<file path="src/rtl/cpu7_csr_timer_ctrl_pkg.sv">
// Shared constants, types and helpers for the CSR timer controller.
//   TIMER_BIT       : width of the TCFG.InitVal field
//   TVAL_W          : counter width ({InitVal, 2'b00})
//   CSR_*           : CSR addresses owned by the block
//   TCFG_*_BIT      : TCFG field positions
//   ST_*            : controller FSM state encodings
package cpu7_csr_timer_ctrl_pkg;

  localparam int unsigned TIMER_BIT = 30;
  localparam int unsigned TVAL_W    = TIMER_BIT + 2;
  localparam int unsigned CSR_AW    = 14;
  localparam int unsigned CSR_DW    = 32;

  localparam logic [CSR_AW-1:0] CSR_TCFG  = 14'h41;
  localparam logic [CSR_AW-1:0] CSR_TVAL  = 14'h42;
  localparam logic [CSR_AW-1:0] CSR_TICLR = 14'h44;

  localparam int unsigned TCFG_EN_BIT       = 0;
  localparam int unsigned TCFG_PERIODIC_BIT = 1;
  localparam int unsigned TCFG_INITVAL_LSB  = 2;
  localparam int unsigned TICLR_CLR_BIT     = 0;

  localparam logic [1:0] ST_IDLE    = 2'd0;
  localparam logic [1:0] ST_ARM     = 2'd1;
  localparam logic [1:0] ST_RUN     = 2'd2;
  localparam logic [1:0] ST_EXPIRED = 2'd3;

  // Stored TCFG fields; packing order matches the CSR bit layout.
  typedef struct packed {
    logic [TIMER_BIT-1:0] initval;
    logic                 periodic;
    logic                 en;
  } tcfg_t;

  // Extract TCFG fields from a CSR write data word.
  function automatic tcfg_t tcfg_from_wdata(input logic [CSR_DW-1:0] d);
    tcfg_t t;
    t.en       = d[TCFG_EN_BIT];
    t.periodic = d[TCFG_PERIODIC_BIT];
    t.initval  = d[TCFG_INITVAL_LSB +: TIMER_BIT];
    return t;
  endfunction

endpackage

</file>
<file path="src/rtl/cpu7_csr_timer.sv">
// Down-counter used by the CSR timer controller.
//   clk, resetn   : clock, synchronous active-low reset
//   i_init        : load {i_initval, 2'b00} on this edge
//   i_en          : count enable (decrement / reload / hold at 0)
//   i_periodic    : reload on expiry instead of holding at 0
//   i_initval     : InitVal field
//   o_timeval     : current counter value (registered)
//   o_intr        : expiry, counter at 0 while counting (combinational)
module cpu7_csr_timer
  import cpu7_csr_timer_ctrl_pkg::*;
(
  input  logic                 clk,
  input  logic                 resetn,
  input  logic                 i_init,
  input  logic                 i_en,
  input  logic                 i_periodic,
  input  logic [TIMER_BIT-1:0] i_initval,
  output logic [TVAL_W-1:0]    o_timeval,
  output logic                 o_intr
);

  logic [TVAL_W-1:0] r_timeval;
  logic [TVAL_W-1:0] w_load_val;
  logic              w_zero;

  assign w_load_val = {i_initval, 2'b00};
  assign w_zero     = (r_timeval == '0);
  // The load cycle never reports expiry, even when the old value is 0.
  assign o_intr     = i_en & ~i_init & w_zero;
  assign o_timeval  = r_timeval;

  // Counter: load, decrement, reload on periodic expiry, else stick at 0.
  always_ff @(posedge clk) begin
    if (!resetn) begin
      r_timeval <= '0;
    end else if (i_init) begin
      r_timeval <= w_load_val;
    end else if (i_en) begin
      if (w_zero) begin
        if (i_periodic) begin
          r_timeval <= w_load_val;
        end
      end else begin
        r_timeval <= r_timeval - TVAL_W'(1);
      end
    end
  end

endmodule

</file>
<file path="src/rtl/cpu7_csr_timer_ctrl.sv">
// CSR timer controller: TCFG/TVAL/TICLR registers, arm/run FSM and
// the timer-interrupt pending flag.
//   clk, resetn : clock, synchronous active-low reset
//   csr_wen     : CSR write strobe
//   csr_waddr   : CSR write address
//   csr_wdata   : CSR write data
//   csr_raddr   : CSR read address
//   csr_rdata   : read data (combinational), 0 for unowned addresses
//   csr_hit     : csr_raddr is owned by this block (combinational)
//   timer_int   : timer interrupt pending (registered)
//   tval        : current counter value
module cpu7_csr_timer_ctrl
  import cpu7_csr_timer_ctrl_pkg::*;
(
  input  logic              clk,
  input  logic              resetn,
  input  logic              csr_wen,
  input  logic [CSR_AW-1:0] csr_waddr,
  input  logic [CSR_DW-1:0] csr_wdata,
  input  logic [CSR_AW-1:0] csr_raddr,
  output logic [CSR_DW-1:0] csr_rdata,
  output logic              csr_hit,
  output logic              timer_int,
  output logic [TVAL_W-1:0] tval
);

  logic [1:0]        r_state;
  logic [1:0]        w_state_nxt;
  tcfg_t             r_tcfg;
  tcfg_t             w_tcfg_new;
  logic              r_timer_int;
  logic              w_tcfg_wr;
  logic              w_disable_wr;
  logic              w_ticlr_clr;
  logic              w_cnt_init;
  logic              w_cnt_en;
  logic              w_expire;
  logic [TVAL_W-1:0] w_tval;

  assign w_tcfg_new   = tcfg_from_wdata(csr_wdata);
  assign w_tcfg_wr    = csr_wen && (csr_waddr == CSR_TCFG);
  assign w_disable_wr = w_tcfg_wr && !w_tcfg_new.en;
  assign w_ticlr_clr  = csr_wen && (csr_waddr == CSR_TICLR) && csr_wdata[TICLR_CLR_BIT];

  // Counter controls; a disabling write stops the count on its own edge so
  // tval freezes at the value seen when the write was issued.
  assign w_cnt_init = (r_state == ST_ARM);
  assign w_cnt_en   = ((r_state == ST_ARM) || (r_state == ST_RUN)) && !w_disable_wr;

  cpu7_csr_timer u_timer (
    .clk        (clk),
    .resetn     (resetn),
    .i_init     (w_cnt_init),
    .i_en       (w_cnt_en),
    .i_periodic (r_tcfg.periodic),
    .i_initval  (r_tcfg.initval),
    .o_timeval  (w_tval),
    .o_intr     (w_expire)
  );

  // FSM state register.
  always_ff @(posedge clk) begin
    if (!resetn) begin
      r_state <= ST_IDLE;
    end else begin
      r_state <= w_state_nxt;
    end
  end

  // FSM next state; a TCFG write overrides every state.
  always_comb begin
    w_state_nxt = r_state;
    case (r_state)
      ST_ARM: w_state_nxt = ST_RUN;
      ST_RUN: begin
        if (w_expire && !r_tcfg.periodic) begin
          w_state_nxt = ST_EXPIRED;
        end
      end
      default: w_state_nxt = r_state;
    endcase
    if (w_tcfg_wr) begin
      w_state_nxt = w_tcfg_new.en ? ST_ARM : ST_IDLE;
    end
  end

  // TCFG storage.
  always_ff @(posedge clk) begin
    if (!resetn) begin
      r_tcfg <= '0;
    end else if (w_tcfg_wr) begin
      r_tcfg <= w_tcfg_new;
    end
  end

  // Pending flag: expiry has priority over a same-cycle clear.
  always_ff @(posedge clk) begin
    if (!resetn) begin
      r_timer_int <= 1'b0;
    end else if (w_expire) begin
      r_timer_int <= 1'b1;
    end else if (w_ticlr_clr) begin
      r_timer_int <= 1'b0;
    end
  end

  // CSR read mux.
  always_comb begin
    csr_rdata = '0;
    csr_hit   = 1'b0;
    case (csr_raddr)
      CSR_TCFG: begin
        csr_rdata = CSR_DW'(r_tcfg);
        csr_hit   = 1'b1;
      end
      CSR_TVAL: begin
        csr_rdata = CSR_DW'(w_tval);
        csr_hit   = 1'b1;
      end
      CSR_TICLR: begin
        csr_hit   = 1'b1;
      end
      default: begin
        csr_rdata = '0;
        csr_hit   = 1'b0;
      end
    endcase
  end

  assign timer_int = r_timer_int;
  assign tval      = w_tval;

endmodule

</file>
<file path="config.mk">
export PLATFORM = sky130hd
export DESIGN_NAME = cpu7_csr_timer_ctrl
export DESIGN_NICKNAME = d
export VERILOG_FILES = /design/src/rtl/cpu7_csr_timer_ctrl_pkg.sv /design/src/rtl/cpu7_csr_timer.sv /design/src/rtl/cpu7_csr_timer_ctrl.sv
export SDC_FILE = /design/constraint.sdc
export NUM_CORES = 1
export LEC_CHECK = 0
export ABC_AREA = 0
export BUFFER_PORTS_ARGS = -buffer_cell sky130_fd_sc_hd__clkbuf_2
export CELL_PAD_IN_SITES_DETAIL_PLACEMENT = 1
export CELL_PAD_IN_SITES_GLOBAL_PLACEMENT = 1
export CORE_UTILIZATION = 39
export CTS_CLUSTER_DIAMETER = 40
export CTS_CLUSTER_SIZE = 8
export DETAILED_ROUTE_END_ITERATION = 12
export PLACE_DENSITY = 0.86
export SETUP_SLACK_MARGIN = 0.2
export SLEW_MARGIN = 20
export SYNTH_ARGS = -nofsm -noshare
export SYNTH_HDL_FRONTEND = slang
export SYNTH_SLANG_ARGS = --single-unit
</file>
<file path="constraint.sdc">
create_clock -name clk -period 5.4 [get_ports clk]
set_clock_uncertainty 0.1 [all_clocks]
set_input_delay 0 -clock clk [delete_from_list [all_inputs] [get_ports clk]]
set_output_delay 0 -clock clk [all_outputs]
set_load 0.005 [all_outputs]
</file>
==> results.py, run 1 <==
metrics = {
    "floorplan": {
        "core_area_mm2": 0.009415,
        "rows": 35,
        "initial_utilization_pct": 40.96,
        "die_y_um": 101.4,
        "die_w_um": 101.4,
        "io_pins": 129,
        "dieArea_mm2": 0.01029,
    },
    "run": {
        "cap_violations": 0,
    },
    "synth": {
        "synthCells": 499,
        "synth_area_mm2": 0.003856,
        "synth_area_leaders": "dfxtp_1, nand2_1, a22o_1, a21oi_1, clkbuf_1",
        "synth_top_area_share_pct": 34.78,
        "ys_types": 68,
        "synth_flop_cell": "dfxtp_1",
        "async_flop_share_pct": 0,
        "avgSynthCellArea_um2": 7.728,
        "synth_seq_cells": 67,
        "yosysSeqAreaShare_pct": 34.78,
        "synth_fp_nets": 566,
        "synth.largest_area_cell": "dfxtp_1",
        "ys_warn_count": 0,
        "synth_edf_count": 0,
    },
    "timing": {
        "hold_viol_final": 0,
        "period_needed_ns": 3.261,
        "rsz0062_at_grt": "no",
        "final-setup-viol-count": 0,
        "holdWs_ns": 0.1652,
        "drv_slew": 0,
        "timing.fmax_mhz": 306.6,
        "min_period_over_period_pct": 60.39,
        "tightest_slew_ns": 0.8808,
        "fin_setup_tns_ns": 0,
        "slew_headroom_pct": 40.74,
    },
    "placed_design": {
        "port_buffers": 128,
        "postPlaceCellArea_mm2": 0.004564,
        "gp_congestion": 0.8690,
        "dpl.hpwl_mm": 10.12,
    },
    "finish": {
        "finalNetCount": 711,
        "antenna_cells": 0,
        "final_area_mm2": 0.005109,
        "register_area_mm2": 0.001341,
        "drive_gt1_share_pct": 25.31,
        "syn_to_final_growth_pct": 32.48,
        "num-fill-cells": 1214,
        "final_common_cell": "clkbuf_2",
        "layout_common_cells": "clkbuf_2, nand2_1, dfxtp_1",
        "multi_input_area_mm2": 0.002335,
    },
    "worst_hold_path": {
        "hp-class": "in2reg",
    },
    "clock_tree": {
        "clock_latency_ns": 0.35,
        "cts_sinks": 67,
        "clock_path_buffers": 2,
        "numCtsBuffers": 9,
        "cts_tree": "yes",
        "cts_hold_buf": 35,
        "root_buffer": "clkbuf_8",
        "cts_resized": 0,
        "path_clk_slew_ns": 0.07,
        "htreeDepth": 3,
        "post_cts_buffers": 0,
    },
    "route": {
        "vias": 4687,
        "wl_per_cell_um": 19.24,
        "first_pass_iters": 6,
        "topRoutingLayerUsed": "met4",
        "vias_per_cell": 6.032,
        "drtAntennaViolNets": 0,
        "met1_length_mm": 6.288,
        "met3_length_um": 853,
        "drt-total-wl_mm": 14.95,
        "met2WireLength_mm": 7.366,
        "drt_iter0_markers": 280,
        "drc": 0,
    },
    "global_routing": {
        "grt_max_degree": 45,
        "grt.overflow.total": 0,
        "grt_antenna_before_repair": 0,
        "grt_first_pass_wirelength_mm": 24.10,
        "grtUsageTotal_pct": 29.77,
        "grt_pass1_vias": 4829,
    },
    "power": {
        "powerDensity_mw_per_mm2": 193.6,
        "p_leak_nw": 2.110,
        "ir_drop_mv": 0.1240,
    },
    "critical_path": {
        "arrival_ns": 3.45,
        "critPathLaunchType": "flip-flop",
        "end_kind": "flip-flop",
        "cp_max_fo": 20,
        "required_ns": 5.59,
        "worstSetupPathType": "reg2reg",
    },
    "status": {
        "status": "completed",
    },
}
-- metrics by stage --
step                      worst slack, ns  utilization [%]  power, mW  std cells
final                               2.139            54.26     0.9890        777
after global routing                1.807            54.26      1.012        777
after CTS                           2.216            54.26     0.9920        777
after detailed placement            2.245            48.48     0.5498        727
after global placement              2.434            48.48     0.5475        727
after floorplan                     3.041                -     0.5204        499
-- critical path, cell delays in order, from the launching register on --
cell and delay (ns):
dfxtp_1 0.40, nor4_1 0.60, and4_1 0.39, nand3_1 0.58, o31ai_2 0.77, a22o_1 0.25
o21a_1 0.11
-- cells in the mapped netlist (all sizes together) (2+ instances only) --
cell type	n
nand2	91
dfxtp	67
a21oi	57
a22o	36
clkbuf	27
nor2	24
nor3	19
o21ai	18
nand3	15
nor4	12
inv	11
or3	11
a221o	8
o22ai	8
buf	7
nor4b	7
a31oi	6
nand4	6
a211oi	4
ha	4
nor3b	4
o21bai	4
o31ai	4
a21o	3
a22oi	3
a32oi	3
mux2i	3
or4	3
xor2	3
o211ai	2
o2bb2ai	2
o32ai	2
or2	2
xnor2	2
-- power by group --
part / total [mW] / switching [mW] / internal [mW] / leakage [nW]
sequential: 0.494 / 0.0000103 / 0.494 / 0.539
combinational: 0.0658 / 0.0284 / 0.0374 / 1.47
clock: 0.429 / 0.194 / 0.236 / 0.0995
total: 0.989 / 0.222 / 0.767 / 2.11
-- flip-flops by register name (all words and copies together) (netlist names) --
signal,count
r_tcfg,32
r_state,2
u_timer.o_timeval,32
timer_int,1
-- layer usage --
metal | GRT usage, % | vias to the layer above
li1 | - | 2157
met4 | 12.37 | 0
met3 | 4.624 | 48
met5 | 0 | -
met2 | 52.33 | 201
met1 | 36.15 | 2281
-- worst paths after layout --
path / from / endpoint / slack (ns) / cells past startpoint
worst max register to register: u_timer.o_timeval[8] / u_timer.o_timeval[16] / 2.14 / 6
worst min-delay path: csr_waddr[2] / r_tcfg[31] / 0.17 / 5
worst max-delay path: u_timer.o_timeval[8] / u_timer.o_timeval[16] / 2.14 / 6
worst min register to register: r_tcfg[14] / u_timer.o_timeval[14] / 0.38 / 2
-- cell type report --
cell class / count / share of cell area, %
clock buffer: 13 / 3.110
clock inverter: 2 / 0.6858
inverter: 11 / 0.8082
multi-input combinational: 386 / 45.70
sequential: 67 / 26.26
tap: 129 / 3.159
timing repair buffer: 169 / 20.28
-- cells by family (layout without fill, tap and decap cells) --
logic type / after synthesis / after routing / share of synthesized area (%)
AND/OR/NAND/NOR: 203 / 203 / 26.32
AO/OA/AOI/OAI: 171 / 171 / 30.56
flip-flops: 67 / 67 / 34.78
buffers and inverters: 46 / 195 / 5.127
XOR/XNOR: 5 / 5 / 1.136
adder cells (fa/ha/maj): 4 / 4 / 1.298
multiplexers: 3 / 3 / 0.7787
No activity file was read; power rests on OpenSTA's default activity.
==> inputs of run 2 (changes only) <==
Settings changed: CORE_UTILIZATION 39 to 36, PLACE_DENSITY 0.86 to 0.8.
Clock period 5.4 ns to 3.08 ns, I/O delays scaled along.
==> run 2 against run 1 <==
  * Non-clock buffer count increased by 10
  * Design area increased by 2.2%
  * Final cell count increased by 2.3%
  * Via count decreased by 1.2%
  * Register-to-register slack got worse by 1.8 ns
  * Die area increased by 8.2%
  * Flip-flop and latch count unchanged
  * Sequential power increased by 75%
  * Worst setup slack got worse by 1.8 ns
==> results.py, run 2 (same netlist as run 1, synthesis figures left out) <==
metrics = {
    "status": {
        "status": "completed",
    },
    "power": {
        "power.internal_mw": 1.308,
        "powerDensity_mw_per_mm2": 332.0,
        "p_leak_nw": 2.164,
        "swShare_pct": 24.52,
        "pwr-share-comb_pct": 6.8,
        "seqPwrFrac_pct": 49.9,
        "ir_drop_mv": 0.1969,
        "power.switching_uw": 425.0,
        "clkPwrFrac_pct": 43.3,
    },
    "clock_tree": {
        "clock_latency_ns": 0.35,
        "cts_sinks": 67,
        "cts_tree": "yes",
        "htreeDepth": 3,
        "clock_path_buffers": 2,
        "numCtsBuffers": 9,
        "path_clk_slew_ns": 0.08,
        "root_buffer": "clkbuf_8",
    },
    "finish": {
        "postLayoutCoreUtil_pct": 50.35,
        "finalNetCount": 721,
        "syn_to_final_growth_pct": 35.40,
        "layout_common_cells": "clkbuf_2, nand2_1, dfxtp_1",
        "drive_gt1_share_pct": 27.16,
        "final_common_cell": "clkbuf_2",
        "num-fill-cells": 1341,
        "antenna_cells": 0,
    },
    "worst_hold_path": {
        "hp-class": "in2reg",
        "hold_path_end": "r_tcfg[23]",
        "worstHoldStart": "csr_waddr[2]",
        "min_path_cells": 5,
    },
    "floorplan": {
        "core_area_mm2": 0.01037,
        "io_pins": 129,
        "die_y_um": 105.5,
        "dieArea_mm2": 0.01113,
        "initial_utilization_pct": 37.19,
        "die_w_um": 105.5,
        "rows": 37,
    },
    "route": {
        "drt-total-wl_mm": 15.33,
        "drtAntennaViolNets": 0,
        "wl_per_cell_um": 19.28,
        "drt_iter0_markers": 230,
        "drc": 0,
        "topRoutingLayerUsed": "met4",
        "vias_per_cell": 5.826,
        "met1_length_mm": 6.692,
        "met3_length_um": 589,
        "first_pass_iters": 5,
        "met2WireLength_mm": 7.784,
        "vias": 4632,
    },
    "critical_path": {
        "worstSetupPathType": "reg2reg",
        "required_ns": 3.21,
        "r2r_slack_ns": 0.35,
        "rr_startpoint": "u_timer.o_timeval[0]",
        "r2r-end": "u_timer.o_timeval[21]",
        "ff2ff_path_depth": 9,
        "end_kind": "flip-flop",
        "cp_max_fo": 10,
        "critPathLaunchType": "flip-flop",
        "arrival_ns": 2.86,
    },
    "timing": {
        "final-setup-viol-count": 0,
        "rsz0062_at_grt": "no",
        "min_period_over_period_pct": 88.67,
        "drv_slew": 0,
        "slew_headroom_pct": 49.63,
        "fin_setup_tns_ns": 0,
        "tightest_slew_ns": 0.7497,
        "timing.fmax_mhz": 366.2,
        "holdWs_ns": 0.1812,
        "period_needed_ns": 2.731,
        "hold_viol_final": 0,
    },
    "global_routing": {
        "grt_antenna_before_repair": 0,
        "grt_first_pass_wirelength_mm": 24.63,
        "grtUsageTotal_pct": 28.00,
        "grt_max_degree": 44,
        "grt_pass1_vias": 4824,
        "grt.overflow.total": 0,
    },
    "placed_design": {
        "port_buffers": 128,
        "gp_congestion": 0.9148,
        "dpl.hpwl_mm": 10.48,
    },
    "run": {
        "cap_violations": 0,
    },
}
==> run 2: timing repair <==
item                                    4_1_cts  5_1_grt
setup buffers                                 0        0
endpoints found under the setup margin        0       22
hold buffers                                 35        0
resized for setup                             0        5
endpoints found under the hold margin        36        0
==> run 2: power groups by stage <==
stage / Clock [mW] / Sequential (mW) / Combinational, mW
finish: 0.751 / 0.865 / 0.117
floorplan: 0 / 0.886 / 0.0267
detailed placement: 0 / 0.886 / 0.0809
global route: 0.795 / 0.865 / 0.127
CTS: 0.765 / 0.865 / 0.115
global placement: 0 / 0.886 / 0.0780
==> run 2: critical path, stage by stage (launching register included) <==
cell,delay [ns]
dfxtp_1,0.38
inv_1,0.10
ha_1,0.14
nor4b_1,0.36
nand4_1,0.39
nor4_4,0.35
a21oi_1,0.26
buf_4,0.25
a211oi_1,0.20
nor3_1,0.08
==> run 2: cell type report <==
| class | count | area, um^2 | area share [%] |
|---|---|---|---|
| clock buffer | 10 | 127.6 | 2.444 |
| clock inverter | 6 | 66.31 | 1.270 |
| inverter | 11 | 41.29 | 0.7908 |
| multi-input combinational | 386 | 2364 | 45.27 |
| sequential | 67 | 1341 | 25.69 |
| tap | 136 | 170.2 | 3.259 |
| timing repair buffer | 179 | 1111 | 21.28 |
==> run 2: layer usage <==
layer | up-vias | GRT usage (%)
li1 | 2174 | -
met1 | 2304 | 33.91
met2 | 131 | 50.75
met3 | 23 | 4.391
met4 | 0 | 8.333
met5 | - | 0
==> run 2: worst max path at each step <==
| stage | startpoint | endpoint | depth (start not counted) |
|---|---|---|---|
| finish | u_timer.o_timeval[0] | u_timer.o_timeval[21] | 9 |
| global route | u_timer.o_timeval[0] | u_timer.o_timeval[21] | 9 |
| CTS | u_timer.o_timeval[4] | u_timer.o_timeval[21] | 7 |
| detailed placement | u_timer.o_timeval[4] | u_timer.o_timeval[21] | 7 |
| global placement | u_timer.o_timeval[0] | u_timer.o_timeval[21] | 9 |
| floorplan | u_timer.o_timeval[4] | u_timer.o_timeval[29] | 7 |
==> run 2: through the flow <==
stage	instances	area [um^2]	setup slack [ns]	power, mW
3_3_place_gp	744	4648	0.4503	0.9637
6_report	795	5221	0.3490	1.733
3_5_place_dp	744	4648	0.3120	0.9667
4_1_cts	795	5192	0.2769	1.745
5_1_grt	795	5221	0.2415	1.787
2_1_floorplan	499	3856	0.7205	0.9124
==> inputs of run 3 (changes only) <==
Settings changed: CORE_ASPECT_RATIO set to 1.2, SLEW_MARGIN 20 to unset.
==> run 3 against run 2 <==
  * Worst setup slack gained 0.018 ns
  * Clock-buffer cell count grew 1
  * Die area is essentially flat
  * Combinational power is essentially flat
  * Non-clock buffer count grew 2
  * Final cell count shrank 0.63%
  * Critical endpoint is now u_timer.o_timeval[4]
  * Critical path depth is the same
  * Via count grew 1.7%
==> results.py, run 3 (same netlist as run 1, synthesis figures left out) <==
metrics = {
    "run": {
        "cap_violations": 0,
    },
    "clock_tree": {
        "clock_path_buffers": 2,
        "post_cts_buffers": 0,
        "htreeDepth": 3,
        "path_clk_slew_ns": 0.06,
        "clock_latency_ns": 0.34,
        "root_buffer": "clkbuf_16",
        "cts_sinks": 67,
        "cts_tree": "yes",
        "numCtsBuffers": 9,
    },
    "route": {
        "first_pass_iters": 5,
        "drt-total-wl_mm": 15.62,
        "drtAntennaViolNets": 0,
        "vias_per_cell": 5.966,
        "drc": 0,
        "vias": 4713,
        "drt_iter0_markers": 245,
        "wl_per_cell_um": 19.77,
    },
    "critical_path": {
        "max_stage_delay_ns": 0.38,
        "worstSetupPathType": "reg2reg",
        "critPathLaunchType": "flip-flop",
        "arrival_ns": 2.90,
        "path_cells": "inv_1 > ha_1 > nor4b_1 > nand4_1 > nor4_2 > buf_4 > a31oi_1 > nor2_4 > a221o_2",
        "ff2ff_path_depth": 9,
        "end_kind": "flip-flop",
        "required_ns": 3.27,
        "cp_max_fo": 9,
        "slowest_stage": "nor4b_1",
    },
    "placed_design": {
        "port_buffers": 128,
        "dpl.hpwl_mm": 10.57,
        "gp_congestion": 0.8716,
    },
    "timing": {
        "tightest_slew_ns": 0.6924,
        "final-setup-viol-count": 0,
        "holdWs_ns": 0.01469,
        "min_period_over_period_pct": 88.10,
        "timing.fmax_mhz": 368.5,
        "drv_slew": 0,
        "period_needed_ns": 2.713,
        "hold_viol_final": 0,
        "slew_headroom_pct": 53.49,
        "fin_setup_tns_ns": 0,
        "rsz0062_at_grt": "no",
    },
    "power": {
        "p_leak_nw": 2.237,
        "ir_drop_mv": 0.2707,
        "powerDensity_mw_per_mm2": 397.6,
    },
    "global_routing": {
        "grt_first_pass_wirelength_mm": 24.53,
        "grt_max_degree": 44,
        "grtUsageTotal_pct": 28.82,
        "grt_antenna_before_repair": 0,
        "grt_pass1_vias": 4767,
        "grt.overflow.total": 0,
    },
    "finish": {
        "antenna_cells": 0,
        "syn_to_final_growth_pct": 38.45,
        "drive_gt1_share_pct": 27.53,
        "final_common_cell": "clkbuf_2",
        "layout_common_cells": "clkbuf_2, nand2_1, dfxtp_1",
        "finalNetCount": 723,
    },
    "floorplan": {
        "io_pins": 129,
        "core_area_mm2": 0.01047,
        "initial_utilization_pct": 36.85,
        "die_y_um": 115.4,
        "rows": 41,
        "die_w_um": 96.48,
        "dieArea_mm2": 0.01113,
    },
    "worst_hold_path": {
        "min_path_cells": 2,
        "hp-class": "in2reg",
    },
    "status": {
        "status": "completed",
    },
}
[run 3: metrics by stage]
stage	utilization [%]	worst slack, ns	total power [mW]	cells	area [um^2]
CTS	50.91	0.2120	2.131	790	5328
detailed placement	44.62	0.2722	0.9666	741	4669
global placement	44.62	0.5055	0.9631	741	4669
floorplan	-	0.7205	0.9124	499	3856
finish	51.02	0.3666	2.123	790	5339
global route	51.02	0.2003	2.181	790	5339
[run 3: per-layer routing]
layer	wire length (um)	part of all wire (%)	track usage (%)
met1	6421	41	34.81
met2	7978	51	49.25
met3	717	4.6	3.439
met4	498	3.2	15.39
met5	0	0	0
[run 3: worst max-delay path: cells and delay by family (launching register included)]
| kind | cells | cell delay (ns) |
|---|---|---|
| AND/OR/NAND/NOR | 4 | 1.33 |
| flip-flops | 1 | 0.36 |
| AO/OA/AOI/OAI | 2 | 0.40 |
| adder cells (fa/ha/maj) | 1 | 0.15 |
| buffers and inverters | 2 | 0.33 |
[run 3: area by class of cell]
type | count | area, um^2
repair buffers | 181 | 1121
inverters | 11 | 41.29
clock buffers | 11 | 252.7
fillers | 1346 | 5126
flip-flops and latches | 67 | 1341
multi-input cells | 386 | 2346
clock inverters | 5 | 75.07
well taps | 129 | 161.4
[run 3: timing repair]
item | 4_1_cts | 5_1_grt
resized for setup | 0 | 2
hold buffers | 33 | 0
endpoints found under the hold margin | 33 | 0
setup endpoints to repair | 0 | 22
[run 3: worst paths after layout]
kind,start,endpoint,slack (ns)
setup / recovery,u_timer.o_timeval[0],u_timer.o_timeval[4],0.37
setup reg to reg,u_timer.o_timeval[0],u_timer.o_timeval[4],0.37
hold reg to reg,r_tcfg[11],r_tcfg[11],0.39
hold / removal,resetn,u_timer.o_timeval[16],0.01
[run 3: power breakdown]
part | leakage (nW) | total [mW] | switching (mW) | internal [mW]
registers | 0.539 | 0.867 | 0.0000191 | 0.867
clock network | 0.165 | 1.14 | 0.391 | 0.748
logic | 1.53 | 0.117 | 0.0502 | 0.0664
total | 2.24 | 2.12 | 0.441 | 1.68
